`config.mk`:
```
export PLATFORM = sky130hd
export DESIGN_NAME = io_device_endpoint
export DESIGN_NICKNAME = d
export VERILOG_FILES = /design/src/rtl/io_device_endpoint.sv
export SDC_FILE = /design/constraint.sdc
export NUM_CORES = 1
export LEC_CHECK = 0
export CORE_ASPECT_RATIO = 2
export CORE_MARGIN = 2
export CORE_UTILIZATION = 58
export DETAILED_ROUTE_END_ITERATION = 12
export PLACE_DENSITY = 0.79
export SLEW_MARGIN = 15
export SYNTH_ARGS = -nofsm -noshare
export SYNTH_HDL_FRONTEND = slang
export SYNTH_SLANG_ARGS = --single-unit
```
`constraint.sdc`:
```
create_clock -name clk -period 3.5 [get_ports clk]
set_input_delay 0.7 -clock clk [delete_from_list [all_inputs] [get_ports clk]]
set_output_delay 0.7 -clock clk [all_outputs]
set_load 0.05 [all_outputs]
```
`src/rtl/io_device_endpoint.sv`:
```
// Device-side endpoint for the I/O unit: emulates tape reader (input) and punch (output)
// with host-facing FIFOs and programmable mechanical delays.

module io_ep_fifo #(
  parameter int DEPTH = 8,
  parameter int CW    = $clog2(DEPTH) + 1
) (
  input  logic          clk,
  input  logic          resetn,
  input  logic          push_i,
  input  logic [4:0]    push_data_i,
  input  logic          pop_i,
  output logic [4:0]    head_o,
  output logic [CW-1:0] count_o,
  output logic          full_o,
  output logic          empty_o
);
  localparam int AW = $clog2(DEPTH);

  logic [4:0]    mem_q [DEPTH];
  logic [AW-1:0] wr_q;
  logic [AW-1:0] rd_q;
  logic [CW-1:0] cnt_q;
  logic          do_push;
  logic          do_pop;

  assign full_o  = (cnt_q == CW'(DEPTH));
  assign empty_o = (cnt_q == '0);
  assign do_push = push_i && !full_o;
  assign do_pop  = pop_i && !empty_o;
  assign head_o  = mem_q[rd_q];
  assign count_o = cnt_q;

  // Storage array; contents need no reset because occupancy gates every read.
  always_ff @(posedge clk) begin
    if (do_push) begin
      mem_q[wr_q] <= push_data_i;
    end
  end

  // Pointers wrap naturally since DEPTH is a power of two.
  always_ff @(posedge clk) begin
    if (!resetn) begin
      wr_q  <= '0;
      rd_q  <= '0;
      cnt_q <= '0;
    end else begin
      if (do_push) wr_q <= wr_q + AW'(1);
      if (do_pop)  rd_q <= rd_q + AW'(1);
      case ({do_push, do_pop})
        2'b10:   cnt_q <= cnt_q + CW'(1);
        2'b01:   cnt_q <= cnt_q - CW'(1);
        default: cnt_q <= cnt_q;
      endcase
    end
  end
endmodule

module io_device_endpoint #(
  parameter int FIFO_DEPTH  = 8,
  parameter int READ_DELAY  = 4,
  parameter int PUNCH_DELAY = 4,
  parameter int CW          = $clog2(FIFO_DEPTH) + 1
) (
  input  logic          clk,
  input  logic          resetn,
  input  logic          input_rdy,
  output logic          input_val,
  output logic [4:0]    input_data,
  input  logic          output_rdy,
  input  logic [4:0]    output_data,
  output logic          output_ack,
  input  logic          host_in_valid,
  output logic          host_in_ready,
  input  logic [4:0]    host_in_data,
  output logic          host_out_valid,
  input  logic          host_out_ready,
  output logic [4:0]    host_out_data,
  output logic [CW-1:0] in_count,
  output logic [CW-1:0] out_count
);
  localparam int MAXD = (READ_DELAY > PUNCH_DELAY) ? READ_DELAY : PUNCH_DELAY;
  localparam int DW   = $clog2(MAXD + 2);

  typedef enum logic [1:0] {R_IDLE = 2'd0, R_DLY = 2'd1, R_VAL = 2'd2} rd_state_e;
  typedef enum logic [1:0] {P_IDLE = 2'd0, P_DLY = 2'd1, P_ACK = 2'd2} pn_state_e;

  rd_state_e     rd_state_q, rd_state_d;
  logic [DW-1:0] rd_cnt_q, rd_cnt_d;
  logic          val_q, val_d;
  logic [4:0]    data_q, data_d;
  logic          rd_pop;

  pn_state_e     pn_state_q, pn_state_d;
  logic [DW-1:0] pn_cnt_q, pn_cnt_d;
  logic          ack_q, ack_d;
  logic [4:0]    hold_q, hold_d;
  logic          pn_push;

  logic [4:0]    in_head;
  logic          in_full, in_empty;
  logic          out_full, out_empty;

  io_ep_fifo #(.DEPTH(FIFO_DEPTH), .CW(CW)) u_in_fifo (
    .clk(clk), .resetn(resetn),
    .push_i(host_in_valid), .push_data_i(host_in_data),
    .pop_i(rd_pop), .head_o(in_head), .count_o(in_count),
    .full_o(in_full), .empty_o(in_empty)
  );

  io_ep_fifo #(.DEPTH(FIFO_DEPTH), .CW(CW)) u_out_fifo (
    .clk(clk), .resetn(resetn),
    .push_i(pn_push), .push_data_i(hold_q),
    .pop_i(host_out_ready), .head_o(host_out_data), .count_o(out_count),
    .full_o(out_full), .empty_o(out_empty)
  );

  assign host_in_ready  = !in_full;
  assign host_out_valid = !out_empty;
  assign input_val      = val_q;
  assign input_data     = data_q;
  assign output_ack     = ack_q;

  // Reader state and registered handshake outputs.
  always_ff @(posedge clk) begin
    if (!resetn) begin
      rd_state_q <= R_IDLE;
      rd_cnt_q   <= '0;
      val_q      <= 1'b0;
      data_q     <= 5'd0;
    end else begin
      rd_state_q <= rd_state_d;
      rd_cnt_q   <= rd_cnt_d;
      val_q      <= val_d;
      data_q     <= data_d;
    end
  end

  // Reader next state: a withdrawn request returns to idle without consuming the symbol.
  always_comb begin
    rd_state_d = rd_state_q;
    rd_cnt_d   = rd_cnt_q;
    case (rd_state_q)
      R_IDLE: begin
        if (input_rdy && !in_empty) begin
          rd_state_d = R_DLY;
          rd_cnt_d   = DW'(READ_DELAY);
        end else begin
          rd_state_d = R_IDLE;
        end
      end
      R_DLY: begin
        if (!input_rdy) begin
          rd_state_d = R_IDLE;
          rd_cnt_d   = '0;
        end else if (rd_cnt_q == '0) begin
          rd_state_d = R_VAL;
        end else begin
          rd_cnt_d = rd_cnt_q - DW'(1);
        end
      end
      R_VAL: begin
        if (!input_rdy) begin
          rd_state_d = R_IDLE;
        end else begin
          rd_state_d = R_VAL;
        end
      end
      default: begin
        rd_state_d = R_IDLE;
        rd_cnt_d   = '0;
      end
    endcase
  end

  // Reader outputs: the head is popped only once the unit has dropped its request.
  always_comb begin
    val_d  = val_q;
    data_d = data_q;
    rd_pop = 1'b0;
    case (rd_state_q)
      R_DLY: begin
        if (input_rdy && (rd_cnt_q == '0)) begin
          val_d  = 1'b1;
          data_d = in_head;
        end else begin
          val_d = 1'b0;
        end
      end
      R_VAL: begin
        if (!input_rdy) begin
          val_d  = 1'b0;
          rd_pop = 1'b1;
        end else begin
          val_d = 1'b1;
        end
      end
      default: begin
        val_d = 1'b0;
      end
    endcase
  end

  // Punch state, hold register and registered acknowledge.
  always_ff @(posedge clk) begin
    if (!resetn) begin
      pn_state_q <= P_IDLE;
      pn_cnt_q   <= '0;
      ack_q      <= 1'b0;
      hold_q     <= 5'd0;
    end else begin
      pn_state_q <= pn_state_d;
      pn_cnt_q   <= pn_cnt_d;
      ack_q      <= ack_d;
      hold_q     <= hold_d;
    end
  end

  // Punch next state: a full output FIFO leaves the unit's request unanswered.
  always_comb begin
    pn_state_d = pn_state_q;
    pn_cnt_d   = pn_cnt_q;
    case (pn_state_q)
      P_IDLE: begin
        if (output_rdy && !out_full) begin
          pn_state_d = P_DLY;
          pn_cnt_d   = DW'(PUNCH_DELAY);
        end else begin
          pn_state_d = P_IDLE;
        end
      end
      P_DLY: begin
        if (!output_rdy) begin
          pn_state_d = P_IDLE;
          pn_cnt_d   = '0;
        end else if (pn_cnt_q == '0) begin
          pn_state_d = P_ACK;
        end else begin
          pn_cnt_d = pn_cnt_q - DW'(1);
        end
      end
      P_ACK: begin
        if (!output_rdy) begin
          pn_state_d = P_IDLE;
        end else begin
          pn_state_d = P_ACK;
        end
      end
      default: begin
        pn_state_d = P_IDLE;
        pn_cnt_d   = '0;
      end
    endcase
  end

  // Punch outputs: the slot reserved at entry guarantees the push cannot overflow.
  always_comb begin
    ack_d   = ack_q;
    hold_d  = hold_q;
    pn_push = 1'b0;
    case (pn_state_q)
      P_IDLE: begin
        ack_d = 1'b0;
        if (output_rdy && !out_full) begin
          hold_d = output_data;
        end else begin
          hold_d = hold_q;
        end
      end
      P_DLY: begin
        if (output_rdy && (pn_cnt_q == '0)) begin
          ack_d   = 1'b1;
          pn_push = 1'b1;
        end else begin
          ack_d = 1'b0;
        end
      end
      P_ACK: begin
        if (!output_rdy) begin
          ack_d = 1'b0;
        end else begin
          ack_d = 1'b1;
        end
      end
      default: begin
        ack_d = 1'b0;
      end
    endcase
  end
endmodule

```
=== Word-level counts from Yosys, hierarchy flattened ===
Memory sizes are Yosys's and may differ from the RTL's. A register that Yosys moved wholly into a read port is not among the register bits.
Index checks and enable logic that the tools add are counted.

* Add/sub/neg operators: 10
* Equality and inequality tests: 16
* Mux-type cells: 35
* Bitwise operators: 2
* Reductions and logical operators: 25

{| class="wikitable"
|+ Operator list
! kind !! count
|-
| two-way mux 3 bit || 8
|-
| case mux 3 bit (3 select lines) || 2
|-
| case mux 4 bit (2 select lines) || 2
|-
| two-way mux 1 bit || 13
|-
| adder 3 x 1 -> 3 bit, second input constant || 4
|-
| two-way mux 2 bit || 6
|-
| inequality test 3 bit, second input constant || 4
|-
| case mux 2 bit (3 select lines) || 2
|-
| adder 4 x 1 -> 4 bit, second input constant || 2
|-
| equality test 2 x 1 -> 1 bit, second input constant || 4
|-
| equality test 2 bit, second input constant || 4
|-
| equality test 4 bit, second input constant || 2
|-
| logical AND 1 bit || 8
|-
| logical NOT 4 bit || 2
|-
| subtractor 4 x 1 -> 4 bit, second input constant || 2
|-
| logical NOT 3 bit || 2
|-
| AND reduction 3 bit || 2
|-
| subtractor 3 x 1 -> 3 bit, second input constant || 2
|-
| logical NOT 1 bit || 5
|-
| logical NOT 2 bit || 2
|-
| inequality test 2 bit, second input constant || 2
|-
| case mux 1 bit (2 select lines) || 2
|-
| AND reduction 2 bit || 2
|-
| nonzero test 2 bit || 2
|-
| inverter 1 bit || 2
|}

* Bits in registers: 37
* Memory bits (writable): 80
* Input port bits: 16
* Output and inout bits: 22
* Logic and storage cells: 103
* Memories kept: 2

{| class="wikitable"
|+ Memories
! memory !! depth !! bits a word !! rd ports !! clocked after Yosys merged registers in !! write ports !! line !! RTL
|-
| u_in_fifo.mem_q || 8 || 5 || 1 || 1 || 1 || 20 || <nowiki>logic [4:0] mem_q [DEPTH];</nowiki>
|-
| u_out_fifo.mem_q || 8 || 5 || 1 || 1 || 1 || 20 ||
|}

=== Depth between registers and ports, before layout ===
* Depth after elaboration: 7
* Mapped depth: 13
* Mapped depth without buffers: 12

=== By module ===
Synthesis repeated with hierarchy kept, for this count alone.

* Cell total of the unflattened synthesis: 391
* Area, all modules: 5569.1 µm²

{| class="wikitable"
|+ By module, submodules not included
! module !! times used !! cells each !! area an instance (µm²) !! seq. area each (µm²)
|-
| io_ep_fifo at u_out_fifo || 1 || 133 || 2192.1 || 1461.4
|-
| io_ep_fifo at u_in_fifo || 1 || 132 || 2190.9 || 1461.4
|-
| io_device_endpoint || 1 || 126 || 1186.1 || 440.4
|}

=== Worst setup path after synthesis ===
Ideal clock, no wire load.

* Path type: flip-flop to flip-flop
* Start point: register u_out_fifo.cnt_q[0], in the netlist u_out_fifo.count_o[0]
* End point: register u_out_fifo.cnt_q[2], in the netlist u_out_fifo.count_o[2]
* Library setup time: 0.076 ns
* Data arrival time: 2.929 ns
* Required time: 3.424 ns
* Slack: 0.496 ns
* Cell stages (with the launch flop): 11
* Buffers on the path: 0
* Period minus slack after synthesis: 3.004 ns
* Cells stage by stage: dfxtp_1 > or4_2 > nand2_1 > inv_1 > ha_1 > xor2_1 > ha_1 > a21oi_1 > xor2_1 > or3_1 > a21boi_0

* Longest elaborated chain between the ends: 5
* Elaborated cells between the ends (all ways): 12
* Classes of those cells: add/sub: 2; eq/ne: 3; mux: 1; reduce/logical: 6

{| class="wikitable"
|+ Ends and longest elaborated chain
! item !! line !! RTL
|-
| from (decl) || 23 || <nowiki>logic [CW-1:0] cnt_q;</nowiki>
|-
| from (signal assigned) || 51 || <nowiki>2'b10: cnt_q <= cnt_q + CW'(1);</nowiki>
|-
| from (signal assigned) || 52 || <nowiki>2'b01: cnt_q <= cnt_q - CW'(1);</nowiki>
|-
| from (signal assigned) || 53 || <nowiki>default: cnt_q <= cnt_q;</nowiki>
|-
| logical NOT 4 bit * || 28 || <nowiki>assign empty_o = (cnt_q == '0);</nowiki>
|-
| logical NOT 1 bit * || - ||
|-
| named net host_out_valid || 76 || <nowiki>output logic host_out_valid,</nowiki>
|-
| logical AND 1 bit * || 30 || <nowiki>assign do_pop = pop_i && !empty_o;</nowiki>
|-
| named net u_out_fifo.do_pop || 25 || <nowiki>logic do_pop;</nowiki>
|-
| equality test 2 x 1 -> 1 bit or equality test 2 bit (tied branches) || 50 || <nowiki>case ({do_push, do_pop})</nowiki>
|-
| case mux 4 bit (2 select lines) or nonzero test 2 bit (tied branches) || - ||
|}

Mark *: on every way through the listed nets, which the timed path passes. The rest lies on a longest branch.
A chain may end at the register's enable or synchronous reset.

==> results.cfg <==
[route]
vias_per_cell = 5.70
dr.pass1.iters = 4
vias = 3111
routed_wl_um = 9480
drc = 0
postRouteAntennaNets = 0
drt_iter0_drc = 173
routedWlPerCell_um = 17.4

[worst_setup_path]
critical_path_arrival_ps = 2460
max_stage_delay_ps = 700
endpoint_kind = primary output
required_ps = 2800
start_kind = flip-flop
cpLargestDelayFamily = buffers and inverters
path_class = reg2out
crit_slowest_cell = clkdlybuf4s50_1
path_max_fanout = 10
worst-path-buf-inv = 2
path_cells = buf_4, mux4_2, mux2_2, clkdlybuf4s50_1

[cells_and_area]
most-common-layout-cells = 80 x edfxtp_1, 45 x dfxtp_1, 37 x clkdlybuf4s50_1, 28 x nand2_1
multiInputGateArea_um2 = 1900
nFillCells = 582
final_common_cell = edfxtp_1
drive_gt1_frac = 0.155
register_area_um2 = 3300
diodes = 0
finalInstanceArea_um2 = 6350
area_growth_pct = 19.1
num-nets-final = 470

[global_routing]
antenna_found_initial = 0
grt_pass1_vias = 3260
grt_first_pass_wirelength_um = 15600
grt_util_all_layers = 0.210
grt_max_degree = 19
overflow = 0

[sta]
finalHoldViolCount = 0
setup_viol = 0
setup_ws_ps = 345
final_max_slew_viol_count = 0
clock_skew_ps = 10.4
relSlewSlack = 0.451
fin_crit_sh = 0.901
tightest_slew_ps = 817
fin_crit_ps = 3160
max_freq_mhz = 317
rsz0062_at_grt = no
hold_slack_ps = 462
setup_tns_ps = 0

[clock_tree]
clock-sinks = 125
cts_root_buf = clkbuf_16
clk-insertion-delay-late_ps = 410
htreeDepth = 4
clockBufferDepth = 2
tritoncts = done
cts_buffers = 17
cts_hold_buf = 0
cts.clk_slew.worst_paths_ps = 60
ctsResizeCount = 0
post_cts_buffers = 0

[power_and_ir_drop]
power_density_nw_per_um2 = 604
ir_drop_v = 0.000435
leakagePower_uw = 0.00225

[flow_run]
drv_cap = 0

[floorplanning]
ios = 38
rows = 49
core_area_um2 = 8950
initial_core_util = 0.596
fp.dieH_um = 140
dieArea_um2 = 10000
dieWidth_um = 71.8

[placement]
pre_cts_slack_ps = 380
port-buffer-count = 37
place_area_um2 = 5810
routabilityCongestion = 0.877
hpwl_um = 6910

[logic_synthesis]
avgSynthCellArea_um2 = 14.0
netlist_area_um2 = 5330
ys.warnings.count = 0
seq_area_frac_synth = 0.619
yosysUniqueCellTypes = 48
async_reset_ff_frac = 0
syn_inst = 382
ys_seq_elements = 125
synth_flop_cell = edfxtp_1
synth_edf_count = 80
syn-num-nets = 421

[worst_hold_path]
hp-class = reg2reg

[status]
status = completed
==> state kept, by name, indices dropped and copies added (netlist names), named ones only <==
signal and count:
hold_q 5, input_data 5, input_val 1, output_ack 1, pn_cnt_q 3, pn_state_q 2
rd_cnt_q 3, rd_state_q 2, u_in_fifo.count_o 4, u_in_fifo.mem_q 40, u_in_fifo.rd_q 3, u_in_fifo.wr_q 3
u_out_fifo.count_o 4, u_out_fifo.mem_q 40, u_out_fifo.rd_q 3, u_out_fifo.wr_q 3
==> worst register-to-register path, delay by kind of cell (launching register included) <==
| family | cells | cell delay [ps] |
|---|---|---|
| simple gates | 3 | 1200 |
| fa+ha+maj | 2 | 450 |
| flops | 1 | 370 |
| compound gates | 2 | 300 |
| xor+xnor | 2 | 280 |
| buf+inv | 1 | 80 |
==> Yosys cell counts, drive strengths merged (2+ instances only) <==
master  count  area, µm²
edfxtp     80       2400
mux2        6       67.6
nand2      28        105
nand2b      9       56.3
nor2b      14       87.6
a31oi       2       12.5
mux4       20        450
inv        15       56.3
and2       10       62.6
a21oi      11       55.1
or3         2       13.8
or2         2       12.5
xnor2       6       52.6
o21ai       8       40.0
nand3       9       45.0
dfxtp      45        901
mux2i      13        130
clkbuf      8       30.0
and3        2       17.5
ha         22        275
xor2        4       35.0
buf         6       41.3
or4b        3       30.0
a21boi      7       52.6
nor3        4       20.0
o22ai       8       50.1
nor2       22       82.6
==> area by class of cell <==
class	instances	area share
Sequential cell	125	0.520
Multi-Input combinational cell	228	0.300
Clock buffer	17	0.0670
Timing Repair Buffer	44	0.0666
Tap cell	102	0.0201
Clock inverter	15	0.0175
Inverter	15	0.00887
==> report_power, final <==
part           internal [µW]  switching, µW
registers               1630           52.8
clock network            910            654
logic                    266            326
==> final timing paths <==
kind              slack [ps]                    end                   from  depth (start not counted)
hold / removal           460            rd_cnt_q[0]            rd_cnt_q[0]                          1
setup reg to reg         750  u_out_fifo.count_o[2]  u_out_fifo.count_o[0]                         10
hold reg to reg          460            rd_cnt_q[0]            rd_cnt_q[0]                          1
setup / recovery         340       host_out_data[0]              flip-flop                          4
==> cells by family (layout without fill, tap and decap cells) <==
logic type                 count (synthesis)  count (layout)  share of synthesized area
muxes                                     39              39                      0.122
adders and majority gates                 23              23                     0.0554
and+or+nand+nor                          111             111                      0.110
AOI/OAI and AO/OA                         45              45                     0.0537
DFF                                      125             125                      0.619
xor gates and xnor gates                  10              10                     0.0164
buffers and inverters                     29              91                     0.0239
==> through the flow <==
step,std cells,utilization,total power (µW)
after CTS,546,0.709,3870
after global placement,514,0.649,2290
after detailed placement,514,0.649,2310
after global routing,546,0.709,3990
after floorplan,382,-,2140
final,546,0.709,3840
==> metal layers <==
metal	part of all wire	track usage
met5	0	0
met4	0.032	0.116
met3	0.027	0.0478
met2	0.59	0.391
met1	0.35	0.204
Power figures use the tool's default switching activity.
